## src/rtl/approx_eval_pkg.sv

```systemverilog
// Shared definitions for the approximate-adder error-characterisation blocks.
//   - state_t      : control states of the window monitor (IDLE, RUN, DRAIN)
//   - DEF_WIDTH    : default adder operand width
//   - DEF_WIN_LOG2 : default log2 of the window length in samples
//   - sed_width()  : width of a sum-of-error-distances accumulator that cannot overflow
package approx_eval_pkg;

  typedef enum logic [1:0] {
    ST_IDLE  = 2'd0,
    ST_RUN   = 2'd1,
    ST_DRAIN = 2'd2
  } state_t;

  localparam int DEF_WIDTH    = 16;
  localparam int DEF_WIN_LOG2 = 10;

  // A single ED is at most WIDTH+1 bits; summing 2^win_log2 of them needs
  // win_log2 extra bits.
  function automatic int sed_width(input int width, input int win_log2);
    return width + 1 + win_log2;
  endfunction

endpackage

```

## src/rtl/error_distance.sv

```systemverilog
// Combinational unsigned error distance |i_exact - i_approx|.
// Ports:
//   i_exact  [W-1:0] reference (exact) value
//   i_approx [W-1:0] approximate value
//   o_ed     [W-1:0] absolute difference, valid for either ordering
module error_distance #(
  parameter int W = 17
) (
  input  logic [W-1:0] i_exact,
  input  logic [W-1:0] i_approx,
  output logic [W-1:0] o_ed
);

  // Subtract the smaller operand from the larger so the result never wraps.
  always_comb begin
    o_ed = '0;
    if (i_exact >= i_approx) begin
      o_ed = i_exact - i_approx;
    end else begin
      o_ed = i_approx - i_exact;
    end
  end

endmodule

```

## src/rtl/approx_error_monitor.sv

```systemverilog
// Streaming error monitor for a WIDTH-bit approximate adder. For every accepted
// sample it recomputes the exact sum, takes the error distance against the
// approximate sum and accumulates, over a window of 2^WIN_LOG2 samples, the
// erroneous-result count, the maximum ED and the sum of EDs.
// Ports:
//   i_clk, i_rst          clock (rising edge), asynchronous active-high reset
//   i_start               begin a new window (honoured only in IDLE)
//   i_in_valid/o_in_ready sample handshake; o_in_ready is high only in RUN
//   i_a, i_b, i_carry_in  adder operands and carry-in
//   i_approx_sum          approximate adder result, WIDTH+1 bits
//   o_busy                state != IDLE
//   o_done                one-cycle pulse when the window metrics are final
//   o_err_count           number of samples with ED != 0
//   o_max_ed              largest ED seen in the window
//   o_sed                 sum of all EDs in the window
module approx_error_monitor
  import approx_eval_pkg::*;
#(
  parameter int WIDTH    = DEF_WIDTH,
  parameter int WIN_LOG2 = DEF_WIN_LOG2,
  parameter int SED_W    = sed_width(WIDTH, WIN_LOG2)
) (
  input  logic                i_clk,
  input  logic                i_rst,
  input  logic                i_start,
  input  logic                i_in_valid,
  output logic                o_in_ready,
  input  logic [WIDTH-1:0]    i_a,
  input  logic [WIDTH-1:0]    i_b,
  input  logic                i_carry_in,
  input  logic [WIDTH:0]      i_approx_sum,
  output logic                o_busy,
  output logic                o_done,
  output logic [WIN_LOG2:0]   o_err_count,
  output logic [WIDTH:0]      o_max_ed,
  output logic [SED_W-1:0]    o_sed
);

  state_t                r_state;
  logic [WIN_LOG2-1:0]   r_cnt;
  logic                  r_s1_valid;
  logic [WIDTH:0]        r_s1_exact;
  logic [WIDTH:0]        r_s1_approx;
  logic                  r_done;
  logic [WIN_LOG2:0]     r_err_count;
  logic [WIDTH:0]        r_max_ed;
  logic [SED_W-1:0]      r_sed;

  logic                  w_accept;
  logic                  w_last;
  logic [WIDTH:0]        w_exact;
  logic [WIDTH:0]        w_ed;
  logic                  w_ed_nz;

  assign w_accept = (r_state == ST_RUN) && i_in_valid;
  // Counter wraps to zero on the final sample; all-ones marks the last one.
  assign w_last   = &r_cnt;
  assign w_exact  = {1'b0, i_a} + {1'b0, i_b} + {{WIDTH{1'b0}}, i_carry_in};
  assign w_ed_nz  = |w_ed;

  error_distance #(
    .W (WIDTH + 1)
  ) u_error_distance (
    .i_exact  (r_s1_exact),
    .i_approx (r_s1_approx),
    .o_ed     (w_ed)
  );

  // Control FSM, stage-1 capture and metric accumulation.
  always_ff @(posedge i_clk or posedge i_rst) begin
    if (i_rst) begin
      r_state     <= ST_IDLE;
      r_cnt       <= '0;
      r_s1_valid  <= 1'b0;
      r_s1_exact  <= '0;
      r_s1_approx <= '0;
      r_done      <= 1'b0;
      r_err_count <= '0;
      r_max_ed    <= '0;
      r_sed       <= '0;
    end else begin
      r_done     <= 1'b0;
      r_s1_valid <= w_accept;
      if (w_accept) begin
        r_s1_exact  <= w_exact;
        r_s1_approx <= i_approx_sum;
      end

      // Stage 2: fold the retiring sample into the window metrics.
      if (r_s1_valid) begin
        r_sed       <= r_sed + {{(SED_W-WIDTH-1){1'b0}}, w_ed};
        r_err_count <= r_err_count + {{WIN_LOG2{1'b0}}, w_ed_nz};
        if (w_ed > r_max_ed) begin
          r_max_ed <= w_ed;
        end
      end

      case (r_state)
        ST_IDLE: begin
          // Stage 1 is never valid in IDLE, so this clear cannot race an update.
          if (i_start) begin
            r_state     <= ST_RUN;
            r_cnt       <= '0;
            r_err_count <= '0;
            r_max_ed    <= '0;
            r_sed       <= '0;
          end
        end
        ST_RUN: begin
          if (w_accept) begin
            r_cnt <= r_cnt + {{(WIN_LOG2-1){1'b0}}, 1'b1};
            if (w_last) begin
              r_state <= ST_DRAIN;
            end
          end
        end
        ST_DRAIN: begin
          // DRAIN is entered with the final sample in stage 1; it retires on
          // this edge, so the metrics are final from the next cycle.
          r_state <= ST_IDLE;
          r_done  <= 1'b1;
        end
        default: begin
          r_state <= ST_IDLE;
        end
      endcase
    end
  end

  assign o_in_ready  = (r_state == ST_RUN);
  assign o_busy      = (r_state != ST_IDLE);
  assign o_done      = r_done;
  assign o_err_count = r_err_count;
  assign o_max_ed    = r_max_ed;
  assign o_sed       = r_sed;

endmodule

```

## config.mk

```make
export PLATFORM = sky130hd
export DESIGN_NAME = approx_error_monitor
export DESIGN_NICKNAME = d
export VERILOG_FILES = /design/src/rtl/approx_eval_pkg.sv /design/src/rtl/error_distance.sv /design/src/rtl/approx_error_monitor.sv
export SDC_FILE = /design/constraint.sdc
export NUM_CORES = 1
export LEC_CHECK = 0
export CORE_MARGIN = 5
export CORE_UTILIZATION = 40
export CTS_BUF_LIST = sky130_fd_sc_hd__clkbuf_8
export CTS_CLUSTER_DIAMETER = 30
export DETAILED_ROUTE_END_ITERATION = 10
export PLACE_DENSITY = 0.71
export SETUP_SLACK_MARGIN = 0.15
export SYNTH_ARGS = -nofsm -noshare
export SYNTH_HDL_FRONTEND = slang
export SYNTH_SLANG_ARGS = --single-unit
```

## constraint.sdc

```tcl
create_clock -name i_clk -period 8.7 [get_ports i_clk]
set_input_delay 1.305 -clock i_clk [delete_from_list [all_inputs] [get_ports i_clk]]
set_output_delay 1.305 -clock i_clk [all_outputs]
set_load 0.02 [all_outputs]
```

== After elaboration in Yosys (flattened, before gate mapping) ==
Index checks and enable logic that the tools add are counted.
Word-level totals
  bits in registers: 103
  input port bits: 54
  word-level logic and storage cells: 50
Cells by class
  add/subtract/negate cells: 7
  $lt $le $gt $ge: 2
  equal/unequal tests: 5
  mux-type cells: 19
  reduce and logical (&&, ||, !) cells: 8
Operator list (count)
  $mux 17: 5
  $mux 27: 3
  $sub 17x17->17: 2
  $mux 11: 3
  $add 27x17->27: 1
  $mux 10: 2
  $pmux 10 s2: 1
  $add 16x16->17: 1
  $add 17x1->17: 1
  $ge 17x17->1: 1
  $gt 17x17->1: 1
  $reduce_or 17->1: 1
  $add 11x1->11: 1
  $add 10x1->10 const B: 1
  $reduce_and 10->1: 1
  $mux 2: 3
  $reduce_and 3->1: 2
  $ne 2x1->1 const B: 2
  $pmux 2 s2: 1
  $reduce_bool 2->1: 2
  $eq 2x1->1 const B: 1
  $eq 2x2->1 const B: 1
  $logic_not 2->1: 1
  $ne 2x2->1 const B: 1
  2 further kinds: 2

== Logic depth before layout (Yosys ltp) ==
  word-level depth: 7
  depth in mapped cells: 24

== Cells and area by module ==
A second synthesis with hierarchy kept.
Second synthesis, totals
  cell total of the unflattened synthesis: 929
  area, all modules: 7927.6 um^2
Modules (own cells, without submodules)
  approx_error_monitor: times used 1, cells each 693, area each 6264.8 um^2, seq. area each 2577.5 um^2
  error_distance: times used 1, cells each 236, area each 1662.8 um^2, seq. area each 0.0 um^2

== Worst setup path after synthesis ==
No wires, ideal clock.
  path type: reg2reg
  from: register r_s1_exact[12]
  to: register r_sed[19], in the netlist o_sed[19]
  setup time: 0.132 ns
  data arrival time: 4.457 ns
  data required time: 8.568 ns
  path slack: 4.111 ns
  cell stages (with the launch flop): 23
  path buffers: 3
  clock period less this slack: 4.589 ns
  path through: dfrtp_1 -> inv_1 -> ha_1 -> buf_4 -> a21oi_1 -> o211ai_1 -> nand3_1 -> o211ai_2 -> o22ai_4 -> buf_6 -> mux2_2 -> ha_1 -> a21o_1 -> a21oi_1 -> o21ai_0 -> a2111o_1 -> nand3_1 -> nand3_1 -> a2111oi_0 -> or2_2 -> buf_2 -> xor2_1 -> nor2_1
On the way
  word-level cells in the longest chain between the ends: 6
  elaborated cells between the ends (all ways): 8
  those cells by class: add/sub: 3; order compare: 1; mux: 4
RTL lines
  start, declared: RTL line approx_error_monitor.sv:42  | logic [WIDTH:0] r_s1_exact;
  start signal, assigned: RTL line approx_error_monitor.sv:85  | r_s1_exact <= w_exact;
  $sub 17x17->17 (tied with other cells): RTL line error_distance.sv:20  | o_ed = i_approx - i_exact;
  $mux 17 *: RTL line error_distance.sv:17  | if (i_exact >= i_approx) begin
  $add 27x17->27 *: RTL line approx_error_monitor.sv:91  | r_sed <= r_sed + {{(SED_W-WIDTH-1){1'b0}}, w_ed};
  $mux 27 *: RTL line approx_error_monitor.sv:90  | if (r_s1_valid) begin
  $mux 27: RTL line approx_error_monitor.sv:101  | if (i_start) begin
  $mux 27 *: RTL line approx_error_monitor.sv:98  | case (r_state)
  end signal, assigned: RTL line approx_error_monitor.sv:91
  end, declared: RTL line approx_error_monitor.sv:47  | logic [SED_W-1:0] r_sed;
Mark *: on every way between the ends. The rest lies on a longest branch, timed or not.
A chain may end at the register's enable or synchronous reset.

== Final worst setup path ==
  from: register r_s1_exact[14]
  to: register r_sed[19], in the netlist o_sed[19]
Same word-level chain as after synthesis.

==> impl_metrics.json <==
{
  "synth_warnings": 0,
  "status": "finished clean",
  "powerDensity_nw_per_um2": 365.9,
  "min_period_ns": 5.307,
  "hpwlAfterDp_um": 14060,
  "coreArea_um2": 19330,
  "num_io_pins": 112,
  "postPlaceCellArea_um2": 9100,
  "vias": 6500,
  "multi_input_area_um2": 4762,
  "nets": 1124,
  "diodes": 0,
  "rows": 51,
  "drt_iter0_markers": 349,
  "r2r_start": "r_s1_exact[14]",
  "synth_area_um2": 7782,
  "slew-limit-headroom": 0.3842,
  "cts_resized": 0,
  "drv_cap": 0,
  "die_x_um": 149.5,
  "hold_class": "register to register",
  "worstMarginPinSlew_ns": 0.9237,
  "critPathLaunch": "r_s1_exact[14]",
  "antenna_found_initial": 0,
  "cts-root-buf": "clkbuf_8",
  "r2r-end": "o_sed[19]",
  "grt_max_degree": 73,
  "synth-seq-area-share": 0.3312,
  "gp_congestion": 0.8976,
  "async_flop_share": 1.000,
  "synth_edf_count": 0,
  "critPathKind": "register to register",
  "antenna_left": 0,
  "finalHoldViolations": 0,
  "syn_to_final_growth_pct": 19.05,
  "startpoint_type": "register",
  "max-vdd-ir-drop_uv": 139.2,
  "cts_tree": "built",
  "start_util": 0.4025,
  "fin_area_um2": 9265,
  "wl_um": 18100,
  "clkTransAtPathRegs_ns": 0.10,
  "cts_buffer_depth": 2,
  "slew_violations": 0,
  "dp_slack_ns": 3.402,
  "die_y_um": 149.5,
  "p_leak_nw": 4.246,
  "setup_viol_count_final": 0,
  "skew_ns": 0.01747,
  "insertion_delay_ns": 0.39,
  "postCtsHoldBufs": 0,
  "cts_made_buffers": 9,
  "worst_slack_ns": 3.393,
  "power_mw": 3.390,
  "overflow": 0,
  "htree_levels": 3,
  "wl_per_cell_um": 14.49,
  "numPortBuffers": 111,
  "post-cts-setup-buffer-count": 0,
  "ys_seq_elements": 103,
  "grt.total_usage": 0.1650,
  "grt_pass1_wl_um": 30220,
  "rsz0062_at_grt": "no",
  "grt_pass1_vias": 6179,
  "fmax_mhz": 188.4,
  "die-area_um2": 22350,
  "hold_ws_ns": 0.4656,
  "synth_fp_nets": 1029,
  "yosys_most_used_dff": "dfrtp_1",
  "drive_gt1_frac": 0.04268,
  "critPathCaptureType": "register",
  "fillerInstances": 1840,
  "synth_area_per_cell_um2": 8.794,
  "final.setup.tns_ns": 0,
  "min-delay-start": "r_state[0]",
  "critPathMaxFanout": 16,
  "period_share": 0.6100,
  "synth_cells": 885,
  "crit_path_end": "o_sed[19]",
  "vias_per_cell": 5.204,
  "drcViolationCount": 0,
  "reg2regPathDepth": 19,
  "clock-sinks": 103,
  "ys_types": 66,
  "crit_arrival_ns": 5.56,
  "seq_area_um2": 2577,
  "cp.required_ns": 8.95,
  "rrSetupSlack_ns": 3.39,
  "first_pass_iters": 5
}
==> critical path: stages (launching register included) <==
cell,delay (ns)
dfrtp_1,0.38
inv_1,0.05
ha_1,0.39
a21oi_1,0.25
o211ai_1,0.12
nand3_1,0.12
o211ai_2,0.13
o22ai_4,0.53
mux2i_1,0.20
xnor2_1,0.43
ha_1,0.36
a21oi_1,0.21
o21ai_0,0.14
a2111o_1,0.45
nand3_1,0.09
nand3_1,0.19
a2111oi_0,0.60
or2_2,0.28
xor2_1,0.18
nor2_1,0.06
==> registers in the layout, indices dropped and copies added (netlist names) <==
| register | cells |
|---|---|
| r_cnt | 10 |
| o_max_ed | 17 |
| o_done | 1 |
| r_s1_approx | 17 |
| o_sed | 27 |
| o_err_count | 11 |
| r_state | 2 |
| r_s1_exact | 17 |
| r_s1_valid | 1 |
==> cell type report <==
cell class                 count  share of cell area
multi-input combinational    676              0.5140
inverter                      74             0.03025
sequential                   103              0.2782
tap                          265             0.03579
clock inverter                 5            0.002971
clock buffer                  10             0.01485
timing repair buffer         116              0.1240
==> worst min-delay path by stage <==
| stage | end | slack [ns] | cells past startpoint |
|---|---|---|---|
| floorplan | o_done | 0.43 | 1 |
| global placement | o_done | 0.45 | 1 |
| detailed placement | o_done | 0.45 | 1 |
| CTS | o_done | 0.47 | 1 |
| global route | o_done | 0.48 | 1 |
| finish | o_done | 0.47 | 1 |
==> power by group <==
group	internal, mW	switching (mW)	total (mW)
registers	0.629	0.136	0.765
clock network	0.108	0.168	0.276
logic	1.04	1.31	2.35
total	1.78	1.61	3.39
==> layout by cell type (no fill, tap or decap), types with 15 or more instances in the layout <==
| master | count |
|---|---|
| nand2_1 | 77 |
| clkdlybuf4s50_1 | 111 |
| a21oi_1 | 60 |
| xor2_1 | 31 |
| nor2_1 | 75 |
| a21o_1 | 15 |
| mux2i_1 | 44 |
| dfrtp_1 | 103 |
| inv_1 | 75 |
| o21ai_0 | 78 |
| ha_1 | 85 |
| o21a_1 | 16 |
| nand4_1 | 19 |
| xnor2_1 | 18 |
==> layer usage <==
layer,vias up,GRT usage,routed length (um)
li1,3294,-,-
met1,3041,0.2369,8820
met2,146,0.2590,8141
met3,19,0.02211,842
met4,0,0.05217,295
met5,-,0,0
==> per-stage QoR <==
step,instances,utilization
final,1249,0.4792
after global routing,1249,0.4792
after CTS,1249,0.4792
after detailed placement,1234,0.4707
after global placement,1234,0.4707
after floorplan,885,-
==> cells in the mapped netlist (all sizes together) (2+ instances only) <==
| master | count | area share |
|---|---|---|
| buf | 21 | 0.017 |
| nor2b | 10 | 0.0080 |
| ha | 85 | 0.14 |
| mux2 | 2 | 0.0029 |
| nand2b | 8 | 0.0064 |
| a2111oi | 3 | 0.0034 |
| nand4 | 20 | 0.018 |
| o211ai | 5 | 0.0055 |
| a21o | 16 | 0.016 |
| xnor2 | 18 | 0.020 |
| a31o | 3 | 0.0034 |
| a21boi | 2 | 0.0019 |
| xor2 | 31 | 0.035 |
| nor4 | 2 | 0.0016 |
| or4 | 3 | 0.0029 |
| nor2 | 76 | 0.038 |
| nand3 | 12 | 0.0077 |
| a211oi | 8 | 0.0084 |
| dfrtp | 103 | 0.33 |
| nor3 | 13 | 0.0084 |
| nor4b | 2 | 0.0023 |
| inv | 74 | 0.036 |
| o21ai | 79 | 0.051 |
| nand2 | 78 | 0.038 |
| and3 | 9 | 0.0072 |
| fa | 5 | 0.013 |
| a31oi | 4 | 0.0032 |
| o21a | 16 | 0.015 |
| and2 | 5 | 0.0040 |
| a21oi | 61 | 0.040 |
| o31ai | 3 | 0.0029 |
| o22a | 2 | 0.0023 |
| or2 | 7 | 0.0056 |
| nand4b | 2 | 0.0023 |
| o2bb2ai | 2 | 0.0023 |
| mux2i | 44 | 0.057 |
| a211o | 3 | 0.0034 |
| clkbuf | 11 | 0.0053 |
| nand3b | 3 | 0.0029 |
| o22ai | 5 | 0.0066 |
| o21bai | 4 | 0.0039 |
| or3 | 12 | 0.0096 |
| and4 | 3 | 0.0034 |
==> cell families (layout without fill, tap and decap cells) <==
logic type | after synthesis | after routing | synth area share
multiplexers | 46 | 46 | 0.05949
AND/OR/NAND/NOR | 266 | 266 | 0.1672
adder cells (fa/ha/maj) | 90 | 90 | 0.1495
AO/OA/AOI/OAI | 225 | 225 | 0.1796
flip-flops | 103 | 103 | 0.3312
XOR/XNOR | 49 | 49 | 0.05514
buffers and inverters | 106 | 205 | 0.05788
(Power assumes the default switching activity.)
